<file path="config.mk">
export PLATFORM = sky130hd
export DESIGN_NAME = uart_tx_arbiter
export DESIGN_NICKNAME = d
export VERILOG_FILES = /design/src/rtl/uart_tx_arbiter.sv
export SDC_FILE = /design/constraint.sdc
export NUM_CORES = 1
export LEC_CHECK = 0
export BUFFER_PORTS_ARGS = -buffer_cell sky130_fd_sc_hd__buf_2
export CORE_UTILIZATION = 55
export DETAILED_ROUTE_END_ITERATION = 7
export HOLD_SLACK_MARGIN = 0.12
export PLACE_DENSITY = 0.83
export SLEW_MARGIN = 15
export SYNTH_ARGS = -nofsm -noshare
export SYNTH_HDL_FRONTEND = slang
export SYNTH_SLANG_ARGS = --single-unit
export TNS_END_PERCENT = 5
</file>
<file path="constraint.sdc">
create_clock -name i_Clk -period 7 [get_ports i_Clk]
set_input_delay 1.05 -clock i_Clk [delete_from_list [all_inputs] [get_ports i_Clk]]
set_output_delay 1.05 -clock i_Clk [all_outputs]
set_load 0.02 [all_outputs]
</file>
<file path="src/rtl/uart_tx_arbiter.sv">
// Round-robin arbiter sharing one 8N1 UART transmitter between N_REQ byte producers,
// with optional packet lock and a watchdog that recovers from a missing done pulse.
module uart_tx_arbiter #(
  parameter int unsigned N_REQ        = 3,
  parameter int unsigned BAUD_RATE    = 115200,
  parameter int unsigned CLK_HZ       = 25000000,
  parameter int unsigned LOCK_EN      = 1,
  parameter int unsigned TIMEOUT_BITS = 11,
  localparam int unsigned IDW = (N_REQ > 1) ? $clog2(N_REQ) : 1
) (
  input  logic               i_Clk,
  input  logic               i_reset_n,
  input  logic [N_REQ-1:0]   i_req_valid,
  input  logic [8*N_REQ-1:0] i_req_data,
  input  logic [N_REQ-1:0]   i_req_last,
  output logic [N_REQ-1:0]   o_req_ready,
  output logic               o_tx_start,
  output logic [7:0]         o_tx_data,
  input  logic               i_tx_busy,
  input  logic               i_tx_done,
  output logic [IDW-1:0]     o_grant_id,
  output logic               o_lock_active,
  output logic               o_timeout
);

  localparam int unsigned CLK_PER_BIT    = CLK_HZ / BAUD_RATE;
  localparam int unsigned TIMEOUT_CYCLES = TIMEOUT_BITS * CLK_PER_BIT;
  localparam int unsigned WDW            = $clog2(TIMEOUT_CYCLES + 1);
  localparam logic [WDW-1:0] WD_LIMIT    = WDW'(TIMEOUT_CYCLES - 1);

  localparam logic [1:0] S_IDLE  = 2'd0;
  localparam logic [1:0] S_START = 2'd1;
  localparam logic [1:0] S_WAIT  = 2'd2;

  logic [1:0]       state;
  logic [IDW-1:0]   ptr;
  logic [WDW-1:0]   wd;
  logic [N_REQ-1:0] lock_mask;
  logic [N_REQ-1:0] eligible;
  logic [IDW-1:0]   cand;
  logic [IDW-1:0]   win_idx;
  logic             win_found;
  logic [7:0]       win_data;
  logic             win_last;
  logic             grant_ok;

  // While locked only the last accepted requester may compete.
  always_comb begin
    lock_mask = '0;
    for (int unsigned j = 0; j < N_REQ; j++)
      lock_mask[j] = (o_grant_id == IDW'(j));
    eligible = o_lock_active ? (i_req_valid & lock_mask) : i_req_valid;
  end

  // Search starts one past the previous winner and wraps modulo N_REQ.
  always_comb begin
    win_found = 1'b0;
    win_idx   = '0;
    cand      = '0;
    for (int unsigned i = 1; i <= N_REQ; i++) begin
      cand = IDW'((32'(ptr) + i) % N_REQ);
      if (!win_found && eligible[cand]) begin
        win_found = 1'b1;
        win_idx   = cand;
      end
    end
  end

  always_comb begin
    win_data    = '0;
    win_last    = 1'b0;
    o_req_ready = '0;
    grant_ok    = (state == S_IDLE) && win_found && !i_tx_busy && i_reset_n;
    for (int unsigned j = 0; j < N_REQ; j++) begin
      if (win_idx == IDW'(j)) begin
        win_data       = i_req_data[8*j +: 8];
        win_last       = i_req_last[j];
        o_req_ready[j] = grant_ok;
      end
    end
  end

  assign o_tx_start = (state == S_START);

  always_ff @(posedge i_Clk) begin
    if (!i_reset_n) begin
      state         <= S_IDLE;
      ptr           <= IDW'(N_REQ - 1);
      wd            <= '0;
      o_tx_data     <= '0;
      o_grant_id    <= '0;
      o_lock_active <= 1'b0;
      o_timeout     <= 1'b0;
    end else begin
      o_timeout <= 1'b0;
      case (state)
        S_IDLE: begin
          if (grant_ok) begin
            o_tx_data     <= win_data;
            ptr           <= win_idx;
            o_grant_id    <= win_idx;
            o_lock_active <= (LOCK_EN != 0) ? ~win_last : 1'b0;
            state         <= S_START;
          end
        end
        S_START: begin
          wd    <= '0;
          state <= S_WAIT;
        end
        S_WAIT: begin
          // Done takes priority over a coincident watchdog expiry.
          if (i_tx_done) begin
            wd    <= '0;
            state <= S_IDLE;
          end else if (wd == WD_LIMIT) begin
            wd            <= '0;
            o_timeout     <= 1'b1;
            o_lock_active <= 1'b0;
            state         <= S_IDLE;
          end else begin
            wd <= wd + 1'b1;
          end
        end
        default: state <= S_IDLE;
      endcase
    end
  end

endmodule

</file>
; ---- After elaboration in Yosys (flattened, before gate mapping)
; Cells that the tools add are included.
[totals]
elab_cells = 83
output_inout_bits = 16
ff_bits = 28
[classes]
n_addsub = 4
n_bitwise = 4
n_div = 3
muxes = 34
n_eq_ne = 11
magnitude_cmp = 3
n_reduce_logical = 17
[ops]
columns = op, n
row1 = $mod 32x2->32 const B, 3
row2 = $mux 12, 2
row3 = $mux 8, 3
row4 = $pmux 12 s2, 1
row5 = $mux 1, 16
row6 = $add 12x1->12 const B, 1
row7 = $eq 12x12->1 const B, 1
row8 = $mux 2, 6
row9 = $lt 2x3->1 const B, 3
row10 = $add 2x2->3 const B, 2
row11 = $bmux 1 s2, 3
row12 = $eq 2x1->1 const B, 3
row13 = $eq 2x2->1 const B, 3
row14 = $logic_not 2->1, 3
row15 = $ne 2x2->1 const B, 3
row16 = $pmux 2 s3, 1
row17 = $logic_and 1x1->1, 5
row18 = $reduce_and 2->1, 2
row19 = $reduce_and 4->1, 1
row20 = $reduce_bool 2->1, 2
row21 = $add 2x1->3 const B, 1
row22 = $and 3x3->3, 1
row23 = $logic_not 1->1, 3
row24 = $mux 3, 1
row25 = 4 further kinds, 6

; ---- Depth between registers and ports, before layout
; Gate-level depths: netlist of the first run.
[logic_depth]
depth_word = 19
depth_mapped = 10

; ---- Least setup slack after synthesis of the first run
; Ideal clock, no wire load.
[synth_timing]
path_kind = input to output
start = in i_req_valid[0]
end = out o_req_ready[1]
slack_ps = 3561
required_time_ps = 5950
arrival_time_ps = 2389
path_stages = 7
cell_sequence = or4b_4 > o221ai_4 > a31oi_4 > o211ai_2 > buf_6 > nand2_4 > nor2_1
[synth_via]
elab_chain_len = 15
[synth_lines]
columns = item, line_no
row1 = "start, declared", 13  ; input logic [N_REQ-1:0] i_req_valid,
row2 = $and 3x3->3, 52  ; eligible = o_lock_active ? (i_req_valid & lock_mask) : i_req_valid;
row3 = $mux 3 (*), 52
row4 = $bmux 1 s2, 62  ; if (!win_found && eligible[cand]) begin
row5 = $mux 1 (implied by the code), 62
row6 = $mux 1, 62
row7 = $logic_not 1->1, 62
row8 = $logic_and 1x1->1, 62
row9 = $mux 1, 62
row10 = $logic_not 1->1, 62
row11 = $logic_and 1x1->1, 62
row12 = $mux 1, 62
row13 = $logic_and 1x1->1 (3 in series), 73  ; grant_ok = (state == S_IDLE) && win_found && !i_tx_busy && i_reset_n;
row14 = $mux 1 (*), 75  ; if (win_idx == IDW'(j)) begin
row15 = "end, declared", 16  ; output logic [N_REQ-1:0] o_req_ready,
; Every way passes the cells marked *; elsewhere a longest branch is shown, timed or not. The select of a mux whose other input is x is not followed.

; ---- Worst setup path after layout of the first run
[layout_timing]
start = reg o_grant_id[0]
end = out o_req_ready[1]
[layout_via]
elab_chain_len = 16
[layout_lines]
columns = item, line_no
row1 = "start, declared", 21  ; output logic [IDW-1:0] o_grant_id,
row2 = "start signal, assigned", 101  ; o_grant_id <= win_idx;
row3 = $eq 2x1->1 (tied with other cells), 51  ; lock_mask[j] = (o_grant_id == IDW'(j));
row4 = $and 3x3->3 (*), 52
row5 = $mux 3 (*), 52
row6 = $bmux 1 s2, 62
row7 = $mux 1 (implied by the code), 62
row8 = $mux 1, 62
row9 = $logic_not 1->1, 62
row10 = $logic_and 1x1->1, 62
row11 = $mux 1, 62
row12 = $logic_not 1->1, 62
row13 = $logic_and 1x1->1, 62
row14 = $mux 1, 62
row15 = $logic_and 1x1->1 (3 in series), 73
row16 = $mux 1 (*), 75
; Marks and branches as above.

==> metrics.md, run 1 <==
| Metric | Value |
|---|---|
| Fin nets | 299 |
| CTS Root Buffer Type | clkbuf_4 |
| First drt pass iteration count | 4 |
| Ant diodes | 0 |
| Fin Clk Skew | 0.001846 ns |
| TritonCTS Buffers | 3 |
| All-layer global routing usage | 0.2326 |
| Clk sinks | 27 |
| Prevailing post-synth register cell | dfxtp_1 |
| Worst-Skew Late Latency | 0.32 ns |
| CP endpoint kind | output port |
| Crit start category | flop |
| Post-placement cell area | 2066 um2 |
| Total design power | 726.7 uW |
| Fmax | 249.2 MHz |
| H-tree depth | 1 |
| Endpoints failing setup | 0 |
| Sequential share of the synthesized area | 0.2949 |
| Avg Inst Size Synth | 8.646 um2 |
| Synth unique cells | 56 |
| Leakage | 0.9151 nW |
| Largest net degree at the start of global routing | 17 |
| Vias per std cell | 5.523 |
| DR vias | 1657 |
| Max clock buf depth | 2 |
| Initial antenna violation count | 0 |
| Setup CP Type | reg2out |
| Unrepaired setup endpoints after global routing | false |
| Area of the die | 3568 um2 |
| HP Class | reg2reg |
| Status | finished clean |
| Residual DRC | 0 |
| CP Data Arrival Time | 2.96 ns |
| GP Congestion | 0.9307 |
| Slowest stage delay, CP | 0.55 ns |
| Synth top area share | 0.2949 |
| Worst path top cell family by delay | simple AND/OR/NAND/NOR gates |
| Final WL | 3945 um |
| Setup TNS | 0 ns |
| WP data required | 5.95 ns |
| Yosys reg bits | 27 |
| First-pass GRT wire length | 6382 um |
| Max Slew Vio Count | 0 |
| CP bufs+invs | 2 |
| I/O Buffers | 49 |
| Clk slew on worst S/H paths | 0.14 ns |
| CTS tree | yes |
| Commonest non-fill, non-tap cell in the layout | buf_2 |
| Commonest non-fill, non-tap cells in the layout | 49 x buf_2, 27 x dfxtp_1, 24 x inv_1 |
| Slowest CP cell | or4b_4 |
| Core ar. | 3103 um2 |
| Area growth from synthesis to layout | 14.33% |
| IO Pins | 50 |
| Synth Warn # | 0 |
| Tmin final | 4.014 ns |
| Hold-fix buffers, CTS | 0 |
| Largest area contributor in the netlist | dfxtp_1 |
| Asr flop ratio synth | 0 |
| Post-DRT Antenna Nets | 0 |
| Worst Path Max Fanout | 11 |
| Critical path cell sequence | inv_1 > ha_1 > or4b_4 > o221ai_4 > a31oi_4 > o211ai_2 > nand2_4 > nor2_1 > buf_2 |
| Core Rows | 20 |
| Pwr dens | 346.7 nW/um2 |
| Global route overflow | 0 |
| Worst vdd ir | 0.1763 mV |
| Die Height | 59.73 um |
| Final Hold Fails | 0 |
| Post-Syn Instances | 212 |
| MaxCap Viol Count | 0 |
| Width of the die | 59.73 um |
| Post-CTS Setup Repair Bufs | 0 |
| WL per Instance | 13.15 um |
| Largest cells by area after synthesis | dfxtp_1 29%, ha_1 5.5%, mux2i_1 4.9%, inv_1 4.9%, nor2_1 4.1% |
| Vias in the first global route | 1495 |
| Final Instance Area | 2096 um2 |
| Initial DRC count | 86 |
| Crit share post-route | 0.5734 |
| Slew headroom | 0.4518 |
| Post-synth EDFFs | 0 |
| Mapped Area | 1833 um2 |
| Layout cells sized above 1 | 0.2695 |
| CTS resizes | 0 |
| Dpl hpwl | 3117 um |
| Post-Syn Nets | 254 |
| Worst slew pin tran | 0.8168 ns |
| Starting density of the core | 0.5907 |
[cell type report]
type	count	area, um2
Timing Repair Buffer	49	245.2
Inverter	24	90.09
Sequential cell	27	540.5
Clock buffer	3	22.52
Clock inverter	1	7.507
Tap cell	44	55.05
Fill cell	307	1007
Multi-Input combinational cell	152	1135
[worst reg2reg max path, cell delays in order, from the launching register on]
cell	delay (ns)
dfxtp_1	0.48
inv_1	0.09
ha_1	0.45
or4b_4	0.55
o221ai_4	0.11
a31oi_4	0.07
o211ai_2	0.49
a31o_1	0.50
o221ai_1	0.18
[power breakdown]
group / internal, mW / switching, mW / total, mW
Clock: 0.0218 / 0.0451 / 0.0669
Combinational: 0.166 / 0.268 / 0.434
Sequential: 0.189 / 0.0359 / 0.225
Total: 0.378 / 0.349 / 0.727
[flip-flops by register name, indices dropped and copies added, names as in the netlist]
signal / count
wd: 12
o_tx_data: 8
o_grant_id: 2
state: 2
o_lock_active: 1
o_timeout: 1
ptr: 1
[logic make-up (layout without fill, tap and decap cells)]
group,Yosys count,in the layout,synth area share
simple gates,71,71,0.2150
compound gates,52,52,0.2403
buf+inv,33,77,0.08600
flops,27,27,0.2949
xor+xnor,11,11,0.05256
mux,10,10,0.05666
fa+ha+maj,8,8,0.05461
[path summary, 6_finish.rpt]
| path | cells past startpoint | from | to | slack [ns] |
|---|---|---|---|---|
| max | 9 | o_grant_id[0] | o_req_ready[1] | 2.99 |
| min | 2 | state[1] | state[1] | 0.50 |
| max reg2reg | 8 | o_grant_id[0] | o_tx_data[5] | 3.98 |
| min reg2reg | 2 | state[1] | state[1] | 0.50 |
[per-layer routing]
layer / vias to the layer above / share of wire / global-route usage / routed length, um
li1: 857 / - / - / -
met1: 764 / 0.46 / 0.2859 / 1806
met2: 32 / 0.49 / 0.4159 / 1923
met3: 4 / 0.046 / 0.04545 / 183
met4: 0 / 0.0079 / 0.05316 / 31
met5: - / 0 / 0 / 0
[Yosys cell counts, types with 3 or more instances]
| cell | number |
|---|---|
| buf_2 | 3 |
| inv_1 | 24 |
| and3_1 | 6 |
| a211oi_1 | 3 |
| o221ai_1 | 7 |
| a21oi_1 | 8 |
| nand2b_1 | 3 |
| ha_1 | 8 |
| nor2_1 | 20 |
| nor3_1 | 3 |
| nand3_1 | 3 |
| nand4_1 | 9 |
| xnor2_1 | 3 |
| o21ai_0 | 4 |
| xor2_1 | 8 |
| nand2_1 | 13 |
| mux2i_1 | 9 |
| buf_6 | 3 |
| dfxtp_1 | 27 |
| o21a_1 | 3 |
[metrics by stage]
stage / utilization / setup slack [ns] / hold slack, ns / std cells
after floorplan: - / 3.561 / 0.4548 / 212
after global placement: 0.6657 / 3.280 / 0.4695 / 296
after detailed placement: 0.6657 / 3.232 / 0.4835 / 296
after CTS: 0.6754 / 2.986 / 0.5028 / 300
after global routing: 0.6754 / 2.789 / 0.5185 / 300
final: 0.6754 / 2.986 / 0.4984 / 300
(Power assumes the default switching activity.)
==> run 2, diff against run 1 <==
- ABC_AREA: not set -> 1
- CORE_UTILIZATION: 55 -> 51
- PLACE_DENSITY: 0.83 -> 0.79
- clock period: 7 -> 3.7 ns (I/O delays scaled with it)
==> run 2 against run 1 <==
Hold slack worse by 0.082 ns; non-clock buffer count increased by 1; clock power is 100% higher; clock skew up 0.016 ns; sequential cell count unchanged; die area rose by 0.32%; global-route usage fell by 2.5 points; sequential power is 70% higher; via count grew 0.48%; register-to-register slack got worse by 2.7 ns; utilization down 3.2 points; critical endpoint is now o_req_ready[0]; largest power group unchanged; highest routed layer unchanged.
==> metrics.md, run 2 <==
| Metric | Value |
|---|---|
| Worst Path Max Fanout | 12 |
| Starting density of the core | 0.5496 |
| Synth Warn # | 0 |
| Most flops, register | wd |
| Asr flop ratio synth | 0 |
| WP depth | 11 |
| GR Layer Usage met3 | 0.03247 |
| Setup TNS | 0 ns |
| Worst-case reg-to-reg path depth | 12 |
| Slew headroom | 0.7557 |
| I/O Buffers | 49 |
| WP data required | 3.14 ns |
| Yosys reg bits | 27 |
| Util after Layout | 0.6431 |
| Width of the die | 59.83 um |
| Synth top cells by count | 58 x nand2_1, 31 x nor2_1, 27 x dfxtp_1 |
| Ant diodes | 0 |
| Post-Syn Nets | 284 |
| TritonCTS Buffers | 3 |
| CTS resizes | 0 |
| End point of the critical path | o_req_ready[0] |
| CP Data Arrival Time | 2.55 ns |
| Largest area contributor in the netlist | dfxtp_1 |
| Final WL | 3562 um |
| Final Hold Fails | 0 |
| Max Slew Vio Count | 0 |
| Fin Clk Skew | 0.01767 ns |
| Prevailing post-synth register cell | dfxtp_1 |
| Worst Hold Margin | 0.4162 ns |
| Fin nets | 334 |
| Post-CTS Setup Repair Bufs | 0 |
| Sequential share of the synthesized area | 0.3169 |
| R2R setup slack | 1.30 ns |
| Unrepaired setup endpoints after global routing | false |
| Mapped Area | 1705 um2 |
| CTS Root Buffer Type | clkbuf_4 |
| Core ar. | 3103 um2 |
| Met2 Usage GRT | 0.3698 |
| GP Congestion | 0.8795 |
| CP startpoint | o_grant_id[0] |
| Largest net degree at the start of global routing | 17 |
| Worst path top cell family by delay | simple AND/OR/NAND/NOR gates |
| Worst-Skew Late Latency | 0.34 ns |
| Leakage | 0.9281 nW |
| CP endpoint kind | output port |
| Grt peak-use layer | met2 |
| All-layer global routing usage | 0.2071 |
| Filler cells | 304 |
| Layout cells sized above 1 | 0.2852 |
| First drt pass iteration count | 4 |
| Synth top area share | 0.3169 |
| Vias in the first global route | 1406 |
| Vias per std cell | 4.970 |
| Area of the die | 3579 um2 |
| Residual DRC | 0 |
| CTS tree | yes |
| Largest registers | wd (12), o_tx_data (8) |
| Clk slew on worst S/H paths | 0.16 ns |
| Global route overflow | 0 |
| Synth unique cells | 36 |
| Tmin final | 3.102 ns |
| Critical register-to-register path startpoint | o_grant_id[0] |
| Pwr dens | 668.9 nW/um2 |
| Largest cells by area after synthesis | dfxtp_1 32%, nand2_1 13%, nor2_1 6.8%, ha_1 5.9%, inv_1 5.3% |
| Commonest non-fill, non-tap cell in the layout | nand2_1 |
| Crit start category | flop |
| Core Rows | 20 |
| MaxCap Viol Count | 0 |
| Clk sinks | 27 |
| Critical path cell sequence | inv_2 > ha_1 > inv_2 > nor2_1 > nand3_2 > nand3_2 > nor2_4 > nand2_2 > nand3_2 > nor3_4 > buf_2 |
| Initial antenna violation count | 0 |
| Crit share post-route | 0.8385 |
| Worst slew pin tran | 0.3640 ns |
| WL per Instance | 10.63 um |
| Post-DRT Antenna Nets | 0 |
| Die Height | 59.83 um |
| Avg Inst Size Synth | 7.047 um2 |
| Commonest non-fill, non-tap cells in the layout | 58 x nand2_1, 49 x buf_2, 31 x nor2_1 |
| Endpoints failing setup | 0 |
| Area growth from synthesis to layout | 17.02% |
| CP bufs+invs | 3 |
| Hold-fix buffers, CTS | 0 |
| Setup CP Type | reg2out |
| First-pass GRT wire length | 5644 um |
| Post-Syn Instances | 242 |
| DR vias | 1665 |
| IO Pins | 50 |
| Fmax | 322.3 MHz |
| Initial DRC count | 88 |
| Slowest stage delay, CP | 0.47 ns |
| Worst r2r dst | o_tx_data[0] |
| Status | finished clean |
| Max FFs per register | 12 |
| Dpl hpwl | 2809 um |
| Post-synth EDFFs | 0 |
| Most frequent cell after synthesis | nand2_1 |
| HP Class | in2reg |
| GR Layer Usage met1 | 0.2490 |
| Slowest CP cell | dfxtp_1 |
| Worst vdd ir | 0.3410 mV |
| Most frequent CP cell | nand3_2 |
| Max clock buf depth | 2 |
| H-tree depth | 1 |
-- run 2: worst min path at each step --
stage | end | cells past startpoint | start
after floorplan | wd[11] | 1 | wd[11]
after global placement | o_tx_data[6] | 2 | o_tx_data[6]
after detailed placement | o_tx_data[6] | 2 | o_tx_data[6]
after CTS | o_tx_data[4] | 3 | i_req_data[4]
after global routing | o_tx_data[4] | 3 | i_req_data[4]
final | o_tx_data[4] | 3 | i_req_data[4]
-- run 2: cell families (layout without fill, tap and decap cells) --
group | count (synthesis) | count (layout) | share of synthesized area
compound gates | 34 | 34 | 0.1152
flops | 27 | 27 | 0.3169
fa+ha+maj | 8 | 8 | 0.05870
buf+inv | 33 | 82 | 0.08950
xor+xnor | 2 | 2 | 0.01027
simple gates | 138 | 138 | 0.4094
-- run 2: final cells by class --
cell class                 count  area, um2  share of cell area
clock buffer                   3      22.52             0.01129
clock inverter                 1      7.507            0.003762
inverter                      28      105.1             0.05266
multi-input combinational    182       1012              0.5072
sequential                    27      540.5              0.2708
tap                           44      55.05             0.02759
timing repair buffer          50      252.7              0.1266
-- run 2: stage by stage --
step	power, mW	cells	area [um2]	setup slack, ns
floorplan	1.068	242	1705	1.323
global placement	1.193	331	1966	1.082
detailed placement	1.204	331	1966	1.017
CTS	1.341	335	1996	0.6062
global route	1.455	335	1996	0.4191
finish	1.335	335	1996	0.5975
-- run 2: routing by layer --
layer / wire [um] / up-vias
li1: - / 888
met1: 1643 / 750
met2: 1792 / 23
met3: 88 / 4
met4: 37 / 0
met5: 0 / -
-- run 2: tightest hold or removal path, cell delays in order --
cell	delay [ns]
buf_2	0.09
nand2_2	0.05
nand4_2	0.05
-- run 2: where the power goes --
group	leakage (nW)	internal (mW)	switching [mW]	total [mW]
Sequential	0.220	0.346	0.0362	0.382
Clock	0.0139	0.0415	0.0928	0.134
Combinational	0.694	0.268	0.550	0.818
Total	0.928	0.656	0.679	1.33
